<file path="src/rtl/instruction_prefetch_buffer.sv">
// Instruction prefetch buffer: owns the fetch PC, issues word reads over a
// req/ack bus, queues returned words with their addresses and hands the head
// entry to the decoder. A flush empties the queue and restarts fetching at the
// flush target; a request already on the bus is completed and its data dropped.
//
// state    | meaning
// ---------+-----------------------------------------------------------
// IDLE     | no request outstanding; may issue one this cycle if room
// WAIT_ACK | request at fetch_pc outstanding, data will be queued
// DISCARD  | pre-flush request outstanding at discard_addr, data dropped
module instruction_prefetch_buffer #(
   parameter int          DEPTH        = 2,
   parameter logic [31:0] RESET_VECTOR = 32'h0000_0000
) (
   input  logic        clk,
   input  logic        reset,
   output logic        mem_req,
   output logic [31:0] mem_addr,
   input  logic        mem_ack,
   input  logic [31:0] mem_rdata,
   input  logic        flush,
   input  logic [31:0] flush_addr,
   input  logic        decode_ready,
   output logic [31:0] instruction,
   output logic        instruction_valid,
   output logic [31:0] instruction_pc
);

   localparam int PW = (DEPTH > 1) ? $clog2(DEPTH) : 1;
   // one spare bit so occupancy + 1 never wraps
   localparam int CW = $clog2(DEPTH + 1) + 1;

   typedef enum logic [1:0] {
      IDLE     = 2'd0,
      WAIT_ACK = 2'd1,
      DISCARD  = 2'd2
   } state_t;

   state_t          state;
   state_t          state_n;
   logic [31:0]     fetch_pc;
   logic [31:0]     discard_addr;
   logic [31:0]     flush_target;
   logic [31:0]     fifo_instr [DEPTH];
   logic [31:0]     fifo_pc    [DEPTH];
   logic [PW-1:0]   rd_ptr;
   logic [PW-1:0]   wr_ptr;
   logic [CW-1:0]   count;
   logic [CW-1:0]   occ_hold;
   logic [CW-1:0]   occ_push;
   logic            space_hold;
   logic            space_push;
   logic            req_int;
   logic            accept;
   logic            push;
   logic            pop;

   function automatic logic [PW-1:0] ptr_inc(input logic [PW-1:0] p);
      return (p == PW'(DEPTH - 1)) ? '0 : p + PW'(1);
   endfunction

   assign flush_target = flush_addr & 32'hFFFF_FFFC;

   assign instruction_valid = !reset && (count != '0);
   assign instruction       = instruction_valid ? fifo_instr[rd_ptr] : '0;
   assign instruction_pc    = instruction_valid ? fifo_pc[rd_ptr]    : '0;
   assign pop               = instruction_valid && decode_ready;

   // occupancy after this cycle's pop, without and with a push
   assign occ_hold   = count - CW'(pop);
   assign occ_push   = occ_hold + CW'(1);
   assign space_hold = occ_hold < CW'(DEPTH);
   assign space_push = occ_push < CW'(DEPTH);

   assign mem_req  = !reset && req_int;
   assign mem_addr = reset ? RESET_VECTOR :
                     (state == DISCARD) ? discard_addr : fetch_pc;
   assign push     = accept && (state != DISCARD) && !flush;

   // state register
   always_ff @(posedge clk) begin
      if (reset) state <= IDLE;
      else       state <= state_n;
   end

   // request generation and next-state selection
   always_comb begin
      state_n = state;
      req_int = 1'b0;
      case (state)
         IDLE:              req_int = space_hold;
         WAIT_ACK, DISCARD: req_int = 1'b1;
         default:           req_int = 1'b0;
      endcase
      accept = !reset && req_int && mem_ack;
      case (state)
         IDLE, WAIT_ACK: begin
            if (accept)       state_n = space_push ? WAIT_ACK : IDLE;
            else if (req_int) state_n = WAIT_ACK;
         end
         DISCARD: begin
            if (accept) state_n = space_hold ? WAIT_ACK : IDLE;
         end
         default: state_n = IDLE;
      endcase
      // the bus cannot be aborted, so an unacked request is finished in DISCARD
      if (flush) state_n = (req_int && !mem_ack) ? DISCARD : WAIT_ACK;
   end

   // fetch PC and the address held for a request being discarded
   always_ff @(posedge clk) begin
      if (reset) begin
         fetch_pc     <= RESET_VECTOR;
         discard_addr <= RESET_VECTOR;
      end else if (flush) begin
         fetch_pc <= flush_target;
         if (mem_req && !mem_ack) discard_addr <= mem_addr;
      end else if (push) begin
         fetch_pc <= fetch_pc + 32'd4;
      end
   end

   // queue pointers and occupancy
   always_ff @(posedge clk) begin
      if (reset || flush) begin
         rd_ptr <= '0;
         wr_ptr <= '0;
         count  <= '0;
      end else begin
         if (push) wr_ptr <= ptr_inc(wr_ptr);
         if (pop)  rd_ptr <= ptr_inc(rd_ptr);
         count <= count + CW'(push) - CW'(pop);
      end
   end

   // queue storage; contents are only visible through the valid-gated outputs
   always_ff @(posedge clk) begin
      if (push) begin
         fifo_instr[wr_ptr] <= mem_rdata;
         fifo_pc[wr_ptr]    <= fetch_pc;
      end
   end

endmodule

</file>
<file path="config.mk">
export PLATFORM = sky130hd
export DESIGN_NAME = instruction_prefetch_buffer
export DESIGN_NICKNAME = d
export VERILOG_FILES = /design/src/rtl/instruction_prefetch_buffer.sv
export SDC_FILE = /design/constraint.sdc
export NUM_CORES = 1
export LEC_CHECK = 0
export ABC_AREA = 1
export CORE_MARGIN = 5
export CORE_UTILIZATION = 37
export CTS_CLUSTER_DIAMETER = 60
export DETAILED_ROUTE_END_ITERATION = 7
export SYNTH_ARGS = -nofsm -noshare
export SYNTH_HDL_FRONTEND = slang
export SYNTH_SLANG_ARGS = --single-unit
export TNS_END_PERCENT = 30
</file>
<file path="constraint.sdc">
create_clock -name clk -period 11.3 [get_ports clk]
set_clock_uncertainty 0.1 [all_clocks]
set_input_delay 1.13 -clock clk [delete_from_list [all_inputs] [get_ports clk]]
set_output_delay 1.13 -clock clk [all_outputs]
set_load 0.03 [all_outputs]
</file>
# Word level (Yosys, flattened, before mapping)
# Memories as Yosys holds them, arrays and structs flattened. A register that Yosys moved wholly into a read port is not among the register bits.
# Index checks and enable logic that the tools add are counted.
# classes
eq_ne	5
mux	23
magnitude_cmp	2
addsub	7
n_reduce_logical	20
# ops
operator	count
32-bit 2-to-1 mux	6
32-bit by 3-bit adder with 32-bit output, second input constant	1
1-bit 2-to-1 mux	10
2-bit 2-to-1 mux	5
1-bit logical AND	8
3-bit by 2-bit < comparator with 1-bit output, second input constant	2
2-bit OR reduction	3
3-bit by 1-bit subtractor with 3-bit output	2
4-bit inequality test, second input constant	1
2-bit one-hot mux with 2 select lines	1
2-bit AND reduction	2
3-bit by 1-bit adder with 3-bit output	1
3-bit by 1-bit adder with 3-bit output, second input constant	1
1-bit zero test	3
3-bit inequality test, second input constant	1
3-bit nonzero test	1
1-bit adder, second input constant	2
2-bit by 1-bit equality test with 1-bit output, second input constant	1
2-bit equality test, second input constant	1
2-bit zero test	1
2-bit inequality test, second input constant	1
1-bit one-hot mux with 2 select lines	1
2-bit nonzero test	1
1-bit logical OR	1
# word_totals
output_inout_bits	98
mem_count	2
mem_bits_rw	128
regBits	71
# mem_list
memory	words	word_bits	rd	rd_clocked_by_memory_dff	wr	line_no	source
fifo_instr	2	32	1	1	1	44	logic [31:0] fifo_instr [DEPTH];
fifo_pc	2	32	1	1	1	45	logic [31:0] fifo_pc [DEPTH];

# Longest topological paths before layout
# Gate-level depths: netlist of run 1.
# depth
ltp_word	12
depth_mapped	21
ltp_nobuf	21

# Worst setup path before layout of run 1
# OpenSTA, ideal clock, no wires.
# synth_timing
kind	input to register
from	input port reset
to	memory fifo_instr[1][0], enable pin
arrival_time_ns	5.766
stages	14
setup_time_ns	0.484
slack_ns	4.951
cell_sequence	buf_4 -> a31oi_1 -> nand2_1 -> inv_1 -> ha_1 -> ha_1 -> nand2_1 -> nand2_2 -> nand3_2 -> nand2_2 -> nand4_4 -> nor2_8 -> nand2_4 -> nor2_1
# synth_via
elab_chain_len	12
# synth_lines
item	line_no	source
start: declaration	16	input logic reset,
1-bit zero test	64	assign instruction_valid = !reset && (count != '0);
1-bit logical AND	64	
net instruction_valid	25	output logic instruction_valid,
1-bit logical AND	67	assign pop = instruction_valid && decode_ready;
net pop	56	logic pop;
3-bit by 1-bit subtractor with 3-bit output	70	assign occ_hold = count - CW'(pop);
3-bit by 2-bit < comparator with 1-bit output	72	assign space_hold = occ_hold < CW'(DEPTH);
1-bit one-hot mux with 2 select lines	90	case (state)
1-bit logical AND (2 in series)	95	accept = !reset && req_int && mem_ack;
1-bit logical AND (2 in series)	78	assign push = accept && (state != DISCARD) && !flush;
1-bit 2-to-1 mux	138	if (push) begin
1-bit 2-to-1 mux (not written as such)	139	fifo_instr[wr_ptr] <= mem_rdata;
end: declaration	44	
# The timed path passes the listed nets, and every way through them passes these cells.

# Worst setup path after layout of run 1
# layout_timing
from	input port reset
to	output port mem_req
# layout_via
elab_chain_len	7
# layout_lines
item	line_no	source
1-bit zero test	64	
1-bit logical AND	64	
1-bit logical AND	67	
net pop	56	
3-bit by 1-bit subtractor with 3-bit output	70	
3-bit by 2-bit < comparator with 1-bit output	72	
1-bit one-hot mux with 2 select lines	90	
1-bit logical AND	75	assign mem_req = !reset && req_int;
end: declaration	17	output logic mem_req,
# The timed path passes the listed nets, and every way through them passes these cells.

==> impl_metrics.tcl, run 1 <==
set metrics [dict create \
    status "finished clean" \
    antenna_found_initial 0 \
    path_max_fanout 28 \
    clockPowerShare 0.394 \
    regArea_sq_um 5130 \
    p_leak_nw 4.12 \
    p_int_w 0.00121 \
    core-area_sq_um 23300 \
    synth_area_per_cell_sq_um 9.12 \
    clockBufferDepth 2 \
    power_density_nw_per_um2 144 \
    slew_headroom 0.336 \
    io_pins 167 \
    cts_tree "built" \
    post_drt_wl_per_cell_microns 15.9 \
    p_sw_w 0.000404 \
    gp_congestion 0.844 \
    drt_iter0_drc 413 \
    grt_pass1_vias 6353 \
    crit_type "in -> out" \
    routed_via_density 4.81 \
    ant_nets 0 \
    drive_gt1_frac 0.0625 \
    num_vias 6850 \
    cts_max_level 4 \
    die_w_microns 163 \
    cts_buffers 17 \
    syn_to_final_growth_pct 29.1 \
    ir_drop_uv 88.3 \
    die_area_sq_um 26600 \
    rsz0062_at_grt "false" \
    multi_input_area_sq_um 3150 \
    r2r_end "count[2]$_SDFF_PP0_" \
    synth_area_leaders "edfxtp_1 (43%), dfxtp_1 (16%), nand2_1 (11%)" \
    finalSetupTns_ns 0 \
    r2r_setup_slack_ns 7.67 \
    place_hpwl_microns 14800 \
    crit_path_end "mem_req" \
    ys_warn_count 0 \
    synth_area_sq_um 8660 \
    finalSetupViolCount 0 \
    synth_cell_type_count 43 \
    ctsResizeCount 0 \
    reg2reg_from "count[1]$_SDFF_PP0_" \
    n_fill_cell 2183 \
    p_sw_frac 0.251 \
    synth_edf_count 124 \
    reg2reg_depth 20 \
    fin_hold_ws_ns 0.363 \
    tightest_slew_ns 0.995 \
    slew_viol_final 0 \
    dp.cells 1391 \
    synth.most_common_cell "nand2_1" \
    die_y_microns 163 \
    cts-root-buf "clkbuf_16" \
    period_needed_ns 5.10 \
    drt_wl_total_microns 22600 \
    synth_flop_cell "edfxtp_1" \
    grtUsageTotal 0.170 \
    drtPass1Iterations 5 \
    required_ns 10.07 \
    min_period_over_period 0.451 \
    grt_pass1_wl_microns 35400 \
    clk_pin_slew_ns 0.07 \
    yosys-top-cells-count "nand2_1 (247), nor2_1 (131), edfxtp_1 (124), a21oi_1 (88), dfxtp_1 (70)" \
    cap_viol_max_count 0 \
    startpoint "reset" \
    synth.top_cell.area_share 0.430 \
    power_frac_seq 0.502 \
    combPwrFrac 0.105 \
    cts_num_sinks 194 \
    ys_async_sr_fraction 0 \
    ys_seq_area_frac 0.592 \
    hold_class "reg -> reg" \
    drc_errors 0 \
    hold_buffers 0 \
    max_freq_mhz 196 \
    hold_viol_final 0 \
    portBuffers 162 \
    arrival_ns 3.87 \
    synth_top_area_cell "edfxtp_1" \
    syn-instance-count 949 \
    start_util 0.372 \
    fin_cells 1423 \
    start_kind "primary input" \
    diodes 0 \
    nets 1171 \
    endpoint_kind "output port" \
    cts_setup_buffers 0 \
    grt-ovfl-total 0 \
    grt_max_degree 74 \
    rows 56 \
    synth_seq_cells 194 \
    clk_latency_ns 0.44 \
]
[stage by stage]
step | total power, W | instance area (sq um) | util | setup WS (ns)
2_1_floorplan | 0.000919 | 8660 | - | 4.95
3_3_place_gp | 0.000990 | 10600 | 0.454 | 6.16
3_5_place_dp | 0.000993 | 10600 | 0.454 | 6.16
4_1_cts | 0.00163 | 11200 | 0.480 | 6.15
5_1_grt | 0.00168 | 11200 | 0.480 | 6.00
6_report | 0.00161 | 11200 | 0.480 | 6.20
[cell type report]
type                            instances  area share
Clock buffer                           17      0.0381
Clock inverter                         15      0.0175
Inverter                               50      0.0169
Multi-Input combinational cell        656       0.281
Sequential cell                       194       0.459
Tap cell                              319      0.0357
Timing Repair Buffer                  172       0.152
[sequential cells by signal (all words and copies together) (netlist names), named ones only]
signal        cells
wr_ptr            1
state             2
fetch_pc         30
fifo_pc          60
discard_addr     32
fifo_instr       64
rd_ptr            1
count             3
[cell usage in the layout (no fill, tap or decap), drive strengths merged, types with 14 or more instances in the layout]
cell / netlist / routed
clkdlybuf4s50: 0 / 162
clkbuf: 39 / 17
nor3: 14 / 14
nand2: 252 / 252
inv: 47 / 53
xor2: 17 / 17
nor2: 137 / 137
a21oi: 88 / 88
edfxtp: 124 / 124
a31oi: 21 / 21
nand3: 18 / 18
dfxtp: 70 / 70
o21ai: 72 / 72
[power by group through the flow]
stage,combinational (W),sequential [W],clock [W]
6_report,0.000169,0.000808,0.000634
3_3_place_gp,0.000168,0.000823,0
4_1_cts,0.000171,0.000808,0.000651
5_1_grt,0.000186,0.000812,0.000680
3_5_place_dp,0.000169,0.000824,0
2_1_floorplan,0.000103,0.000816,0
[how the worst min path moves through the flow]
stage | start | endpoint | slack (ns) | depth (start not counted)
CTS | discard_addr[0]$_SDFFE_PP0P_ | discard_addr[0]$_SDFFE_PP0P_ | 0.36 | 2
global route | discard_addr[0]$_SDFFE_PP0P_ | discard_addr[0]$_SDFFE_PP0P_ | 0.40 | 2
global placement | discard_addr[1]$_SDFFE_PP0P_ | discard_addr[1]$_SDFFE_PP0P_ | 0.34 | 2
detailed placement | discard_addr[0]$_SDFFE_PP0P_ | discard_addr[0]$_SDFFE_PP0P_ | 0.35 | 2
floorplan | discard_addr[0]$_SDFFE_PP0P_ | discard_addr[0]$_SDFFE_PP0P_ | 0.33 | 2
finish | discard_addr[0]$_SDFFE_PP0P_ | discard_addr[0]$_SDFFE_PP0P_ | 0.36 | 2
[kinds of logic (layout without fill, tap and decap cells)]
kind of cell / count (synthesis) / count (layout) / share of synthesized area
and+or+nand+nor: 434 / 434 / 0.209
other: 1 / 2 / 0.000433
buffers and inverters: 100 / 254 / 0.0471
xor gates and xnor gates: 22 / 22 / 0.0223
DFF: 194 / 194 / 0.592
adders and majority gates: 11 / 11 / 0.0168
AOI/OAI and AO/OA: 187 / 187 / 0.113
[layer usage]
metal | routed length, microns | up-vias | GRT usage | share of wire
met3 | 1380 | 22 | 0.0375 | 0.061
met1 | 10800 | 3154 | 0.248 | 0.48
li1 | - | 3461 | - | -
met4 | 336 | 0 | 0.0477 | 0.015
met5 | 0 | - | 0 | 0
met2 | 10000 | 213 | 0.254 | 0.44
[worst max-delay path, cell delays in order]
cell	delay, ns
clkdlybuf4s50_1	0.45
buf_4	0.33
a31oi_1	0.14
nand2_1	0.12
inv_1	0.06
ha_1	0.18
ha_1	0.19
inv_1	0.05
nand2_1	0.06
nand2_2	0.09
nand3_2	0.07
nand2_2	0.09
nand2_1	0.12
nor2_1	0.11
clkdlybuf4s50_1	0.67
No activity file was read; power rests on OpenSTA's default activity.
==> run 2, diff against run 1 <==
==> constraint.sdc (replaced) <==
create_clock -name clk -period 4.3 [get_ports clk]
set_clock_uncertainty 0.1 [all_clocks]
set_input_delay 0.43 -clock clk [delete_from_list [all_inputs] [get_ports clk]]
set_output_delay 0.43 -clock clk [all_outputs]
set_load 0.03 [all_outputs]
==> impl_metrics.tcl, run 2 (synthesis results as in run 1) <==
set metrics [dict create \
    status "finished clean" \
    top_register "fifo_instr" \
    clk_pin_slew_ns 0.07 \
    slew_headroom 0.331 \
    period_needed_ns 3.67 \
    ant_nets 0 \
    portBuffers 162 \
    ctsResizeCount 0 \
    layout_commonest_cell "nand2_1" \
    hold_buffers 0 \
    arrival_ns 3.93 \
    cts_num_sinks 194 \
    drc_errors 0 \
    min_from "discard_addr[1]$_SDFFE_PP0P_" \
    diodes 0 \
    finalSetupViolCount 0 \
    drtPass1Iterations 4 \
    max_freq_mhz 273 \
    start_util 0.372 \
    clk_latency_ns 0.43 \
    cap_viol_max_count 0 \
    hold_viol_final 0 \
    die_y_microns 163 \
    reg2reg_from "count[1]$_SDFF_PP0_" \
    cpPeakStageDelay_ns 0.41 \
    ir_drop_uv 254 \
    p_leak_nw 4.20 \
    grt-ovfl-total 0 \
    cp_slowest_cell "dfxtp_1" \
    num_vias 6883 \
    cts_setup_buffers 0 \
    power_density_nw_per_um2 372 \
    grtUsageTotal 0.174 \
    r2r_setup_slack_ns 0.63 \
    hold_depth 2 \
    rsz0062_at_grt "false" \
    largest_reg_flops 64 \
    nets 1176 \
    hold_path_end "discard_addr[1]$_SDFFE_PP0P_" \
    hold_class "reg -> reg" \
    drive_gt1_frac 0.0911 \
    start_kind "flop" \
    io_pins 167 \
    grt_pass1_vias 6605 \
    cts-root-buf "clkbuf_16" \
    tightest_slew_ns 1.00 \
    gp_congestion 0.826 \
    p_total_w 0.00415 \
    drt_iter0_drc 447 \
    rows 56 \
    routed_via_density 4.82 \
    cts_buffers 17 \
    grt_max_degree 73 \
    required_ns 4.56 \
    path_cells "inv_1 -> a31oi_1 -> nand2_1 -> inv_1 -> ha_1 -> ha_1 -> nand2_1 -> nand2_2 -> nand3_2 -> nand2_2 -> nand4_4 -> nor2_8 -> nand2_4 -> ha_1 -> inv_1 -> ha_1 -> inv_1 -> fa_1 -> or2_2 -> a21oi_1" \
    drt_wl_total_microns 22800 \
    cts_tree "built" \
    endpoint_kind "flop" \
    core-area_sq_um 23300 \
    r2r_end "count[2]$_SDFF_PP0_" \
    reg2reg_depth 20 \
    top_regs "fifo_instr x64, fifo_pc x60, discard_addr x32" \
    post_drt_wl_per_cell_microns 16.0 \
    cts_max_level 4 \
    place_hpwl_microns 15600 \
    grt_pass1_wl_microns 36100 \
    slew_viol_final 0 \
    min_period_over_period 0.853 \
    syn_to_final_growth_pct 28.8 \
    final_util 0.479 \
    antenna_found_initial 0 \
    crit_type "reg -> reg" \
    path_max_fanout 8 \
    die_w_microns 163 \
    die_area_sq_um 26600 \
    finalSetupTns_ns 0 \
    clockBufferDepth 2 \
    final_cell_mix "nand2_1 (247), clkdlybuf4s50_1 (131), nor2_1 (129), edfxtp_1 (124), a21oi_1 (88)" \
]
[run 2: cell types whose count changed in the layout (fill, tap and decap cells not counted), sizes merged]
cell and delta:
buf +36, clkinvlp -3, clkbuf +1, inv -1, clkdlybuf4s50 -31, bufinv -1
clkinv +4
[run 2: worst max-delay path: cells and delay by family, from the launching register on]
kind                     cells  cell delay (ns)
AND/OR/NAND/NOR              9             1.23
adder cells (fa/ha/maj)      5             1.11
AO/OA/AOI/OAI                2             0.43
flip-flops                   1             0.41
buffers and inverters        4             0.30
[run 2: how the worst max path moves through the flow]
stage	startpoint	endpoint	slack [ns]	cells after the start
floorplan	reset	fifo_instr[0][0]$_DFFE_PP_	-0.28	14
global placement	reset	count[2]$_SDFF_PP0_	0.38	20
detailed placement	reset	count[2]$_SDFF_PP0_	0.28	20
CTS	count[1]$_SDFF_PP0_	count[2]$_SDFF_PP0_	0.62	20
global route	count[1]$_SDFF_PP0_	count[2]$_SDFF_PP0_	0.31	20
finish	count[1]$_SDFF_PP0_	count[2]$_SDFF_PP0_	0.63	20
[run 2: routing by layer]
layer | share of wire | track usage | routed length [microns] | vias up
met2 | 0.46 | 0.271 | 10400 | 206
met3 | 0.060 | 0.0372 | 1380 | 9
li1 | - | - | - | 3475
met1 | 0.48 | 0.252 | 10800 | 3193
met4 | 0.0062 | 0.0335 | 142 | 0
met5 | 0 | 0 | 0 | -
[run 2: area by class of cell]
class / count / area, sq um
inverters: 50 / 189
repair buffers: 177 / 1710
flip-flops and latches: 194 / 5130
clock buffers: 18 / 429
fillers: 2250 / 12100
well taps: 319 / 399
clock inverters: 14 / 154
multi-input cells: 656 / 3150
[run 2: metrics by stage]
stage | cells | cell area (sq um) | hold slack [ns] | worst slack [ns]
3_3_place_gp | 1396 | 10600 | 0.343 | 0.376
6_report | 1428 | 11100 | 0.360 | 0.633
5_1_grt | 1428 | 11100 | 0.390 | 0.312
2_1_floorplan | 950 | 8670 | 0.334 | -0.285
4_1_cts | 1428 | 11100 | 0.366 | 0.616
3_5_place_dp | 1396 | 10600 | 0.355 | 0.282
[run 2: power breakdown]
group	internal [W]	switching (W)	leakage, nW
Sequential	0.00206	0.0000620	1.71
Combinational	0.000178	0.000270	2.20
Clock	0.000869	0.000712	0.287
